$ cat src/rtl/decode_ereg_pkg.sv
// Shared Y86-64 encodings for the decode stage: instruction codes, register IDs,
// status codes and the static register-ID decode used by decode_ereg.
package decode_ereg_pkg;

  localparam logic [3:0] IHALT   = 4'h0;
  localparam logic [3:0] INOP    = 4'h1;
  localparam logic [3:0] IRRMOVQ = 4'h2;
  localparam logic [3:0] IIRMOVQ = 4'h3;
  localparam logic [3:0] IRMMOVQ = 4'h4;
  localparam logic [3:0] IMRMOVQ = 4'h5;
  localparam logic [3:0] IOPQ    = 4'h6;
  localparam logic [3:0] IJXX    = 4'h7;
  localparam logic [3:0] ICALL   = 4'h8;
  localparam logic [3:0] IRET    = 4'h9;
  localparam logic [3:0] IPUSHQ  = 4'hA;
  localparam logic [3:0] IPOPQ   = 4'hB;

  localparam logic [3:0] NOP_ICODE = INOP;

  localparam logic [3:0] RNONE = 4'hF;
  localparam logic [3:0] RSP   = 4'h4;

  localparam logic [3:0] SAOK = 4'h1;
  localparam logic [3:0] SHLT = 4'h2;
  localparam logic [3:0] SADR = 4'h3;
  localparam logic [3:0] SINS = 4'h4;

  typedef struct packed {
    logic [3:0] srcA;
    logic [3:0] srcB;
    logic [3:0] dstE;
    logic [3:0] dstM;
  } regIds_t;

  // Source/destination register IDs implied by each instruction format
  function automatic regIds_t decodeIds(input logic [3:0] icode,
                                        input logic [3:0] rA,
                                        input logic [3:0] rB);
    regIds_t r;
    r = '{srcA: RNONE, srcB: RNONE, dstE: RNONE, dstM: RNONE};
    case (icode)
      IRRMOVQ: begin r.srcA = rA;  r.dstE = rB; end
      IIRMOVQ: begin r.dstE = rB; end
      IRMMOVQ: begin r.srcA = rA;  r.srcB = rB; end
      IMRMOVQ: begin r.srcB = rB;  r.dstM = rA; end
      IOPQ:    begin r.srcA = rA;  r.srcB = rB;  r.dstE = rB; end
      ICALL:   begin r.srcB = RSP; r.dstE = RSP; end
      IRET:    begin r.srcA = RSP; r.srcB = RSP; r.dstE = RSP; end
      IPUSHQ:  begin r.srcA = rA;  r.srcB = RSP; r.dstE = RSP; end
      IPOPQ:   begin r.srcA = RSP; r.srcB = RSP; r.dstE = RSP; r.dstM = rA; end
      default: begin r = '{srcA: RNONE, srcB: RNONE, dstE: RNONE, dstM: RNONE}; end
    endcase
    return r;
  endfunction

endpackage

$ cat src/rtl/decode_ereg_fwd_sel.sv
// Priority forwarding mux for one decode operand: valP (optional), then the
// youngest in-flight producer wins, falling back to the register-file read.
module decode_ereg_fwd_sel
  import decode_ereg_pkg::*;
#(
  parameter int WORD     = 64,
  parameter int RW       = 4,
  parameter bit USE_VALP = 1'b0
) (
  input  logic [RW-1:0]   src,
  input  logic            selValP,
  input  logic [WORD-1:0] valP,
  input  logic [RW-1:0]   eDstE,
  input  logic [WORD-1:0] eValE,
  input  logic [RW-1:0]   mDstM,
  input  logic [WORD-1:0] mValM,
  input  logic [RW-1:0]   mDstE,
  input  logic [WORD-1:0] mValE,
  input  logic [RW-1:0]   wDstM,
  input  logic [WORD-1:0] wValM,
  input  logic [RW-1:0]   wDstE,
  input  logic [WORD-1:0] wValE,
  input  logic [WORD-1:0] rval,
  output logic [WORD-1:0] val
);

  // RNONE is a "no register" marker, so it must never alias a pending write
  function automatic logic hit(input logic [RW-1:0] s, input logic [RW-1:0] d);
    return (s != RNONE) && (s == d);
  endfunction

  // Operand selection, first match wins
  always_comb begin
    val = rval;
    if (USE_VALP && selValP) begin
      val = valP;
    end else if (hit(src, eDstE)) begin
      val = eValE;
    end else if (hit(src, mDstM)) begin
      val = mValM;
    end else if (hit(src, mDstE)) begin
      val = mValE;
    end else if (hit(src, wDstM)) begin
      val = wValM;
    end else if (hit(src, wDstE)) begin
      val = wValE;
    end else begin
      val = rval;
    end
  end

endmodule

$ cat src/rtl/decode_ereg.sv
// Y86-64 decode stage with operand forwarding, followed by the D->E pipeline
// register that feeds the execute stage.
module decode_ereg
  import decode_ereg_pkg::*;
#(
  parameter int WORD = 64,
  parameter int RW   = 4
) (
  input  logic            clk,
  input  logic            rst,
  input  logic [3:0]      D_stat_i,
  input  logic [3:0]      D_icode_i,
  input  logic [3:0]      D_ifun_i,
  input  logic [RW-1:0]   D_rA_i,
  input  logic [RW-1:0]   D_rB_i,
  input  logic [WORD-1:0] D_valC_i,
  input  logic [WORD-1:0] D_valP_i,
  output logic [RW-1:0]   d_srcA_o,
  output logic [RW-1:0]   d_srcB_o,
  input  logic [WORD-1:0] d_rvalA_i,
  input  logic [WORD-1:0] d_rvalB_i,
  input  logic [RW-1:0]   e_dstE_i,
  input  logic [WORD-1:0] e_valE_i,
  input  logic [RW-1:0]   M_dstE_i,
  input  logic [WORD-1:0] M_valE_i,
  input  logic [RW-1:0]   M_dstM_i,
  input  logic [WORD-1:0] m_valM_i,
  input  logic [RW-1:0]   W_dstE_i,
  input  logic [WORD-1:0] W_valE_i,
  input  logic [RW-1:0]   W_dstM_i,
  input  logic [WORD-1:0] W_valM_i,
  input  logic            E_stall_i,
  input  logic            E_bubble_i,
  output logic [3:0]      E_stat_o,
  output logic [3:0]      E_icode_o,
  output logic [3:0]      E_ifun_o,
  output logic [WORD-1:0] E_valC_o,
  output logic [WORD-1:0] E_valA_o,
  output logic [WORD-1:0] E_valB_o,
  output logic [RW-1:0]   E_dstE_o,
  output logic [RW-1:0]   E_dstM_o,
  output logic [RW-1:0]   E_srcA_o,
  output logic [RW-1:0]   E_srcB_o
);

  regIds_t         ids;
  logic            selValP;
  logic [WORD-1:0] valA;
  logic [WORD-1:0] valB;

  // Register IDs and the valP override come straight from the instruction fields
  always_comb begin
    ids     = decodeIds(D_icode_i, D_rA_i, D_rB_i);
    selValP = (D_icode_i == ICALL) || (D_icode_i == IJXX);
  end

  assign d_srcA_o = ids.srcA;
  assign d_srcB_o = ids.srcB;

  decode_ereg_fwd_sel #(.WORD(WORD), .RW(RW), .USE_VALP(1'b1)) fwdSelA (
    .src     (ids.srcA),
    .selValP (selValP),
    .valP    (D_valP_i),
    .eDstE   (e_dstE_i),
    .eValE   (e_valE_i),
    .mDstM   (M_dstM_i),
    .mValM   (m_valM_i),
    .mDstE   (M_dstE_i),
    .mValE   (M_valE_i),
    .wDstM   (W_dstM_i),
    .wValM   (W_valM_i),
    .wDstE   (W_dstE_i),
    .wValE   (W_valE_i),
    .rval    (d_rvalA_i),
    .val     (valA)
  );

  decode_ereg_fwd_sel #(.WORD(WORD), .RW(RW), .USE_VALP(1'b0)) fwdSelB (
    .src     (ids.srcB),
    .selValP (1'b0),
    .valP    ({WORD{1'b0}}),
    .eDstE   (e_dstE_i),
    .eValE   (e_valE_i),
    .mDstM   (M_dstM_i),
    .mValM   (m_valM_i),
    .mDstE   (M_dstE_i),
    .mValE   (M_valE_i),
    .wDstM   (W_dstM_i),
    .wValM   (W_valM_i),
    .wDstE   (W_dstE_i),
    .wValE   (W_valE_i),
    .rval    (d_rvalB_i),
    .val     (valB)
  );

  // E register: reset and bubble both inject a NOP; stall holds the current contents
  always_ff @(posedge clk) begin
    if (!rst || E_bubble_i) begin
      E_stat_o  <= SAOK;
      E_icode_o <= NOP_ICODE;
      E_ifun_o  <= 4'h0;
      E_valC_o  <= {WORD{1'b0}};
      E_valA_o  <= {WORD{1'b0}};
      E_valB_o  <= {WORD{1'b0}};
      E_dstE_o  <= RNONE;
      E_dstM_o  <= RNONE;
      E_srcA_o  <= RNONE;
      E_srcB_o  <= RNONE;
    end else if (!E_stall_i) begin
      E_stat_o  <= D_stat_i;
      E_icode_o <= D_icode_i;
      E_ifun_o  <= D_ifun_i;
      E_valC_o  <= D_valC_i;
      E_valA_o  <= valA;
      E_valB_o  <= valB;
      E_dstE_o  <= ids.dstE;
      E_dstM_o  <= ids.dstM;
      E_srcA_o  <= ids.srcA;
      E_srcB_o  <= ids.srcB;
    end
  end

endmodule

$ cat config.mk
export PLATFORM = sky130hd
export DESIGN_NAME = decode_ereg
export DESIGN_NICKNAME = d
export VERILOG_FILES = /design/src/rtl/decode_ereg_pkg.sv /design/src/rtl/decode_ereg_fwd_sel.sv /design/src/rtl/decode_ereg.sv
export SDC_FILE = /design/constraint.sdc
export NUM_CORES = 1
export LEC_CHECK = 0
export CAP_MARGIN = 20
export CORE_AREA = 2 2 332 334
export CTS_CLUSTER_SIZE = 30
export DETAILED_ROUTE_END_ITERATION = 8
export DIE_AREA = 0 0 334 336
export SKIP_LAST_GASP = 1
export SYNTH_ARGS = -nofsm -noshare
export SYNTH_HDL_FRONTEND = slang
export SYNTH_SLANG_ARGS = --single-unit
$ cat constraint.sdc
create_clock -name clk -period 4.4 [get_ports clk]
set_input_delay 0.44 -clock clk [delete_from_list [all_inputs] [get_ports clk]]
set_output_delay 0.44 -clock clk [all_outputs]
set_load 0.02 [all_outputs]
After elaboration in Yosys (flattened, before gate mapping)
Index checks and enable logic that the tools add are counted.
{"block": "word_totals", "reg_bits": 220}
{"block": "op_classes", "n_eq_ne": 22, "n_mux": 15, "reduce_logical": 19}
{"op": "$mux 64", "count": 11}
{"op": "$eq 4x4->1", "count": 10}
{"op": "$pmux 4 s2", "count": 3}
{"op": "$eq 4x3->1 const B", "count": 4}
{"op": "$eq 4x4->1 const B", "count": 4}
{"op": "$logic_and 1x1->1", "count": 10}
{"op": "$eq 4x2->1 const B", "count": 2}
{"op": "$ne 4x4->1 const B", "count": 2}
{"op": "$reduce_or 4->1", "count": 2}
{"op": "$reduce_or 3->1", "count": 2}
{"op": "$mux 4", "count": 1}
{"op": "$reduce_or 2->1", "count": 2}
{"op": "$logic_or 1x1->1", "count": 2}
{"op": "$logic_not 1->1", "count": 1}

Depth between registers and ports, before layout
Gate-level depths: netlist (run 1).
{"block": "depth", "word_depth": 11, "ltp_mapped": 12}

Modules after synthesis
Synthesis (run 1) repeated with hierarchy kept, for this count alone.
{"block": "hier_totals", "cells_unflattened": 2215, "area_unflattened_um2": 17148.9}
{"mod": "decode_ereg", "n_inst": 1, "cells_per_inst": 755, "area_per_inst_um2": 7955.1, "seq_area_each_um2": 4404.2}
{"mod": "decode_ereg_fwd_sel (fwdSelA)", "n_inst": 1, "cells_per_inst": 803, "area_per_inst_um2": 4914.7, "seq_area_each_um2": 0.0}
{"mod": "decode_ereg_fwd_sel (fwdSelB)", "n_inst": 1, "cells_per_inst": 657, "area_per_inst_um2": 4279.1, "seq_area_each_um2": 0.0}

Worst setup path before layout (run 1)
OpenSTA, ideal clock, no wires.
{"block": "synth_path", "kind": "input to register", "from": "in D_icode_i[1]", "to": "reg E_valA_o[62]", "t_arrival_ns": 2.551, "path_slack_ns": 1.715, "stages": 11, "n_path_buf": 4, "path_cell_list": "buf_6 or2_1 buf_4 a31oi_1 xor2_1 or4_1 buf_2 buf_2 nor2_1 a2bb2oi_1 a211oi_2"}
{"element": "from (decl)", "line_no": "decode_ereg.sv:12", "source": "input logic [3:0] D_icode_i,"}
{"element": "to (signal assigned)", "line_no": "decode_ereg.sv:103", "source": "E_valA_o <= {WORD{1'b0}};"}
{"element": "to (signal assigned)", "line_no": "decode_ereg.sv:114", "source": "E_valA_o <= valA;"}
{"element": "to (decl)", "line_no": "decode_ereg.sv:38", "source": "output logic [WORD-1:0] E_valA_o,"}

Final worst setup path (run 1)
{"block": "layout_path", "from": "in D_icode_i[1]", "to": "reg E_valB_o[59]"}
{"block": "layout_via", "elab_chain_len": 10, "elab_cells_between_ends": 26, "classes_between": "eq/ne: 13; mux: 6; reduce/logical: 7"}
{"element": "$eq 4x4->1 / $eq 4x3->1 (equally long branches)", "line_no": "decode_ereg_pkg.sv:41", "source": "case (icode)"}
{"element": "$reduce_or 4->1 (no source line) / $reduce_or 3->1 (equally long branches)"}
{"element": "$pmux 4 s2 (*)", "line_no": "decode_ereg_pkg.sv:41"}
{"element": "$ne 4x4->1 / $eq 4x4->1 (equally long branches)", "line_no": "decode_ereg_fwd_sel.sv:29", "source": "return (s != RNONE) && (s == d);"}
{"element": "$logic_and 1x1->1", "line_no": "decode_ereg_fwd_sel.sv:29"}
{"element": "$mux 64", "line_no": "decode_ereg_fwd_sel.sv:45", "source": "end else if (hit(src, wDstE)) begin"}
{"element": "$mux 64", "line_no": "decode_ereg_fwd_sel.sv:43", "source": "end else if (hit(src, wDstM)) begin"}
{"element": "$mux 64", "line_no": "decode_ereg_fwd_sel.sv:41", "source": "end else if (hit(src, mDstE)) begin"}
{"element": "$mux 64", "line_no": "decode_ereg_fwd_sel.sv:39", "source": "end else if (hit(src, mDstM)) begin"}
{"element": "$mux 64 (*)", "line_no": "decode_ereg_fwd_sel.sv:37", "source": "end else if (hit(src, eDstE)) begin"}
{"element": "to (signal assigned)", "line_no": "decode_ereg.sv:104", "source": "E_valB_o <= {WORD{1'b0}};"}
{"element": "to (signal assigned)", "line_no": "decode_ereg.sv:115", "source": "E_valB_o <= valB;"}
{"element": "to (decl)", "line_no": "decode_ereg.sv:39", "source": "output logic [WORD-1:0] E_valB_o,"}
Mark *: on every way between the ends. The rest lies on a longest branch, timed or not.
A chain may end at the register's enable or synchronous reset.

==> results_dict.tcl, run 1 <==
set metrics [dict create \
    tightest_slew_ps 969 \
    antenna_found_initial 63 \
    vias_per_cell 4.92 \
    placed_cell_area_sq_um 25100 \
    first_pass_iters 7 \
    slew_viol_final 0 \
    track_usage_pct 19.7 \
    reg2regPathDepth 2 \
    critical_path.slowest_cell "clkdlybuf4s50_1" \
    layout_min_cycle_time_ps 3410 \
    critPathMostFrequentCell "buf_4" \
    syn_inst 1929 \
    slew-limit-headroom_pct 35.4 \
    grt_pass1_vias 19900 \
    holdBufCountCts 0 \
    clock_skew_ps 0 \
    fin_area_sq_um 26100 \
    multi_input_area_sq_um 9460 \
    drtIter0Drc 1990 \
    grt_max_degree 76 \
    swShare_pct 32.6 \
    cts_setup_buffers 0 \
    io_buffers 847 \
    crit_type "in -> reg" \
    cts_sinks 220 \
    synthTopCellsByArea "dfxtp_1 (30%), a311o_1 (8.7%), nand2_1 (7.2%)" \
    syn-cell-area_sq_um 14800 \
    drc 0 \
    async_reset_ff_share_pct 0 \
    ff2ff_setup_slack_ps 3590 \
    crit_path_max_incr_delay_ps 660 \
    clock_latency_ps 630 \
    hold_depth 3 \
    cts_root_buffer "clkbuf_16" \
    htreeDepth 1 \
    num_rows 121 \
    drive_gt1_share_pct 5.87 \
    setup_slack_ps 990 \
    path_cells "clkdlybuf4s50_1 -> and2_1 -> or3_1 -> a221o_1 -> nor4_4 -> buf_4 -> buf_4 -> a221oi_1 -> buf_4 -> a21oi_1" \
    wl_per_cell_um 28.5 \
    area.sequential_sq_um 4400 \
    p_leak_nw 9.30 \
    place_ws_ps 346 \
    dp_hpwl_um 91600 \
    status "complete, no violations" \
    critPathCaptureType "register" \
    drv_cap 0 \
    cts_inserted_buffers 31 \
    setup_tns_ps 0 \
    cts_tree "yes" \
    clk_pin_slew_ps 60 \
    worstPathRequired_ps 4970 \
    irDropWorstVdd_v 0.000318 \
    pwr-share-clk_pct 37.9 \
    dieHeight_um 336 \
    drt_wl_total_um 118000 \
    synth_top_area_share_pct 29.8 \
    rsz0062_at_grt "false" \
    die_w_um 334 \
    synth_edf_count 0 \
    ys.flop_type "dfxtp_1" \
    vias 20300 \
    p_seq_share_pct 31.6 \
    syn_nets 2549 \
    worst_setup_path_start_kind "input port" \
    yosysUniqueCellTypes 66 \
    io_pins 848 \
    intPower_mw 4.56 \
    grt_pass1_wl_um 159000 \
    clockBufferDepth 3 \
    n_fill_cell 11800 \
    fp.dieArea_sq_um 112000 \
    grt-ovfl-total 0 \
    ys_ff_latch 220 \
    crit_path_max_fanout 39 \
    start_util_pct 13.6 \
    syn_to_final_growth_pct 76.7 \
    ys_seq_area_share_pct 29.8 \
    cts-resized-gates 0 \
    syn_avg_cell_area_sq_um 7.66 \
    holdCritPathClass "in -> reg" \
    setup_violations 0 \
    hold_violations 0 \
    synth_warnings 0 \
    p_comb_share_pct 30.5 \
    yosysTopAreaCell "dfxtp_1" \
    cp.arrival_ps 3980 \
    fin_crit_sh_pct 77.5 \
    core_area_sq_um 108000 \
    gp_congestion 0.955 \
    clock.fmax_mhz 293 \
    power_switching_mw 2.20 \
    fin_util_pct 24.1 \
    drtAntennaViolNets 0 \
    p_per_area_nw_per_um2 259 \
    nets 3287 \
]
==> metrics by stage <==
stage | std cells | hold WS, ps | power (mW)
3_5_place_dp | 4048 | 467 | 4.21
5_1_grt | 4117 | 359 | 6.97
4_1_cts | 4105 | 314 | 6.80
6_report | 4124 | 350 | 6.76
2_1_floorplan | 1929 | 556 | 2.99
3_3_place_gp | 4048 | 453 | 4.21
==> sequential cells by signal (all words and copies together) (netlist names) <==
register and count:
E_valB_o 64, E_stat_o 4, E_valC_o 64, E_srcB_o 4
E_valA_o 64, E_dstM_o 4, E_srcA_o 4, E_icode_o 4
E_dstE_o 4, E_ifun_o 4
==> layer usage <==
| layer | vias to the layer above | track usage [%] | part of all wire [%] |
|---|---|---|---|
| met4 | 26 | 6.82 | 3.8 |
| met3 | 277 | 6.82 | 12 |
| met5 | - | 0 | 0.13 |
| met1 | 9711 | 24.1 | 39 |
| met2 | 1461 | 32.1 | 46 |
| li1 | 8819 | - | - |
==> cell usage after synthesis (all sizes together) (7+ instances only) <==
master	number
a311o	129
o211ai	71
nor2	275
o21ai	72
nand3	7
a211oi	65
inv	10
or3	67
buf	88
a21oi	135
mux2i	77
a221oi	64
o31ai	9
clkbuf	132
xnor2	8
nand2	283
xor2	13
dfxtp	220
a221o	65
a2bb2oi	64
==> cell families (layout without fill, tap and decap cells) <==
family	count (synthesis)	after routing	share of synthesized area, %
flops	220	220	29.8
xor+xnor	21	21	1.25
mux	77	77	5.22
compound gates	703	703	37.2
buf+inv	230	992	6.99
simple gates	678	678	19.5
other cells	0	19	0
==> power groups by stage <==
| stage | Combinational (mW) | Sequential, mW | Clock [mW] |
|---|---|---|---|
| 2_1_floorplan | 0.720 | 2.27 | 0 |
| 3_5_place_dp | 2.04 | 2.18 | 0 |
| 3_3_place_gp | 2.03 | 2.18 | 0 |
| 5_1_grt | 2.16 | 2.14 | 2.67 |
| 6_report | 2.06 | 2.14 | 2.56 |
| 4_1_cts | 2.05 | 2.14 | 2.61 |
==> final timing paths <==
kind,start,endpoint
worst max register to register,E_valA_o[47],E_valA_o[47]
worst min-delay path,E_stall_i,E_valA_o[22]
worst max-delay path,D_icode_i[1],E_valB_o[59]
worst min register to register,E_dstE_o[1],E_dstE_o[1]
==> cell usage in the layout, fill, tap and decap left out, types with 31 or more instances in the layout <==
cell	synthesis	final
a2bb2oi_1	64	64
clkbuf_16	0	31
mux2i_1	77	77
buf_4	18	53
nor2_1	274	273
a211oi_1	64	64
clkdlybuf4s50_1	0	846
a311o_1	129	129
dfxtp_1	220	220
nand2_1	282	281
a21oi_1	135	135
a221oi_1	64	64
a221o_1	65	65
or3_1	67	67
o21ai_0	72	72
o211ai_1	70	70
==> layout make-up <==
type / count / area share, %
timing repair buffer: 925 / 36.0
inverter: 10 / 0.163
sequential: 220 / 16.9
antenna: 19 / 0.182
tap: 1414 / 6.78
clock inverter: 13 / 0.446
clock buffer: 44 / 3.35
multi-input combinational: 1479 / 36.2
==> critical path: cells and delay by family <==
family,cells,cell delay (ps)
simple gates,3,1280
buf+inv,4,1580
compound gates,3,670
Note: power is estimated with default switching activity, not from simulation.
==> run 2: changes to the inputs <==
--- a/config.mk
+++ b/config.mk
@@ -6,10 +6,10 @@
 export NUM_CORES = 1
 export LEC_CHECK = 0
 export CAP_MARGIN = 20
-export CORE_AREA = 2 2 332 334
+export CORE_AREA = 2 2 333 335
 export CTS_CLUSTER_SIZE = 30
 export DETAILED_ROUTE_END_ITERATION = 8
-export DIE_AREA = 0 0 334 336
+export DIE_AREA = 0 0 335 337
 export SKIP_LAST_GASP = 1
 export SYNTH_ARGS = -nofsm -noshare
 export SYNTH_HDL_FRONTEND = slang
==> constraint.sdc (replaced) <==
create_clock -name clk -period 2.9 [get_ports clk]
set_input_delay 0.29 -clock clk [delete_from_list [all_inputs] [get_ports clk]]
set_output_delay 0.29 -clock clk [all_outputs]
set_load 0.02 [all_outputs]
==> results_dict.tcl, run 2 (same netlist as run 1, synthesis figures left out) <==
set metrics [dict create \
    status "complete, no violations" \
    crit_type "in -> reg" \
    crit_path_max_fanout 24 \
    p_seq_share_pct 28.7 \
    holdCritPathClass "in -> reg" \
    intPower_mw 7.77 \
    p_leak_nw 10.3 \
    biggestRegsByFlops "E_valA_o (64), E_valB_o (64), E_valC_o (64)" \
    worst_setup_path_start_kind "input port" \
    drtIter0Drc 1857 \
    fp.dieArea_sq_um 113000 \
    drv_cap 0 \
    clock_skew_ps 0 \
    gp_congestion 0.933 \
    clock_latency_ps 580 \
    min-delay-start "E_stall_i" \
    rsz0062_at_grt "true" \
    drc 0 \
    vias 20700 \
    swShare_pct 31.2 \
    io_pins 848 \
    path_cells "clkdlybuf4s50_1 -> or2_1 -> buf_4 -> a31oi_4 -> xor2_1 -> nor4b_4 -> buf_4 -> a41o_4 -> buf_4 -> buf_12 -> a311o_1 -> a211oi_2" \
    setup_violations 0 \
    htreeDepth 2 \
    tightest_slew_ps 947 \
    mostFrequentLayoutCells "clkdlybuf4s50_1 (844), nand2_1 (281), nor2_1 (273)" \
    cts_sinks 220 \
    wl_per_cell_um 28.1 \
    antenna_found_initial 63 \
    fin_area_sq_um 27800 \
    grt_pass1_wl_um 161000 \
    cts_tree "yes" \
    grt_pass1_vias 20000 \
    clock.fmax_mhz 348 \
    slew_viol_final 0 \
    first_pass_iters 6 \
    clk_pin_slew_ps 50 \
    hold_violations 0 \
    irDropWorstVdd_v 0.000391 \
    track_usage_pct 20.1 \
    r2r_start "E_valA_o[38]" \
    placed_cell_area_sq_um 26300 \
    cts_root_buffer "clkbuf_16" \
    p_comb_share_pct 29.3 \
    io_buffers 847 \
    worst-path-buf-inv 5 \
    start_util_pct 13.5 \
    drt_wl_total_um 120000 \
    critPathCaptureType "register" \
    critical_path.slowest_cell "clkdlybuf4s50_1" \
    hold_depth 3 \
    cts_inserted_buffers 34 \
    grt-ovfl-total 0 \
    ff2ff_setup_slack_ps 2100 \
    num_rows 122 \
    p_per_area_nw_per_um2 406 \
    reg2regPathDepth 2 \
    fin_crit_sh_pct 99.0 \
    final_common_cell "clkdlybuf4s50_1" \
    numPlacedInstances 4193 \
    core_area_sq_um 110000 \
    nets 3430 \
    crit_path_max_incr_delay_ps 520 \
    min_to "E_valA_o[1]" \
    worstReg2RegEnd "E_valA_o[38]" \
    cp_top_family "buffers and inverters" \
    power_switching_mw 3.52 \
    layout_min_cycle_time_ps 2870 \
    syn_to_final_growth_pct 88.0 \
    dieHeight_um 337 \
    slew-limit-headroom_pct 36.9 \
    drtAntennaViolNets 0 \
    drive_gt1_share_pct 11.0 \
    pwr-share-clk_pct 42.0 \
    fin_cells 4276 \
    cp.arrival_ps 3370 \
    critPathMostFrequentCell "buf_4" \
    grt_max_degree 113 \
    vias_per_cell 4.83 \
    worstPathRequired_ps 3400 \
    die_w_um 335 \
    dp_hpwl_um 94000 \
    holdBufCountCts 0 \
    clockBufferDepth 3 \
]
## run 2: timing repair
| action | in CTS | in global routing |
|---|---|---|
| gates resized for setup | 3 | 8 |
| cloned | 1 | 0 |
| endpoints found under the setup margin | 96 | 66 |
| pin swaps | 2 | 5 |
| buffers inserted | 2 | 4 |
## run 2: worst max-delay path by stage
stage | from | end | slack (ps) | cells after the start
final | D_icode_i[1] | E_valA_o[30] | 30 | 12
after global routing | D_icode_i[1] | E_valA_o[30] | -8 | 12
after CTS | D_icode_i[1] | d_srcB_o[1] | 30 | 9
after detailed placement | D_icode_i[1] | E_valB_o[31] | -770 | 12
after global placement | D_icode_i[1] | E_valB_o[58] | -790 | 12
after floorplan | D_icode_i[1] | E_valA_o[62] | 360 | 11
## run 2: area by class of cell
class                      count  area, sq um
tap                         1426         1780
timing repair buffer        1065        10800
multi-input combinational   1479         9500
sequential                   220         4400
clock inverter                19          282
fill                       11900        81800
antenna                       14         35.0
inverter                      10         42.5
clock buffer                  43          956
## run 2: per-layer routing
metal,vias to the layer above,global-route usage (%),wire length [um]
met5,-,0,226
met1,9925,24.3,47300
met4,36,5.94,3730
li1,9079,-,-
met2,1337,33.5,55700
met3,276,6.91,13000
## run 2: metrics by stage
step	setup TNS, ps	power [mW]	setup slack (ps)	hold slack [ps]	utilization, %
after floorplan	0	4.53	365	415	-
after global placement	-81030	6.55	-789	456	24.0
after detailed placement	-84070	6.56	-768	462	24.0
after CTS	0	11.4	27.6	62.4	25.2
after global routing	-7.91	11.7	-7.91	118	25.3
final	0	11.3	29.3	108	25.3
## run 2: power groups by stage
| stage | sequential [mW] | combinational, mW | clock, mW |
|---|---|---|---|
| after floorplan | 3.44 | 1.09 | 0 |
| after global placement | 3.30 | 3.25 | 0 |
| after detailed placement | 3.30 | 3.26 | 0 |
| after CTS | 3.24 | 3.29 | 4.87 |
| after global routing | 3.25 | 3.48 | 4.95 |
| final | 3.24 | 3.31 | 4.74 |
## run 2: tightest hold or removal path, stage by stage
cell	delay (ps)
buf_8	130
a2bb2oi_1	160
a211oi_1	50
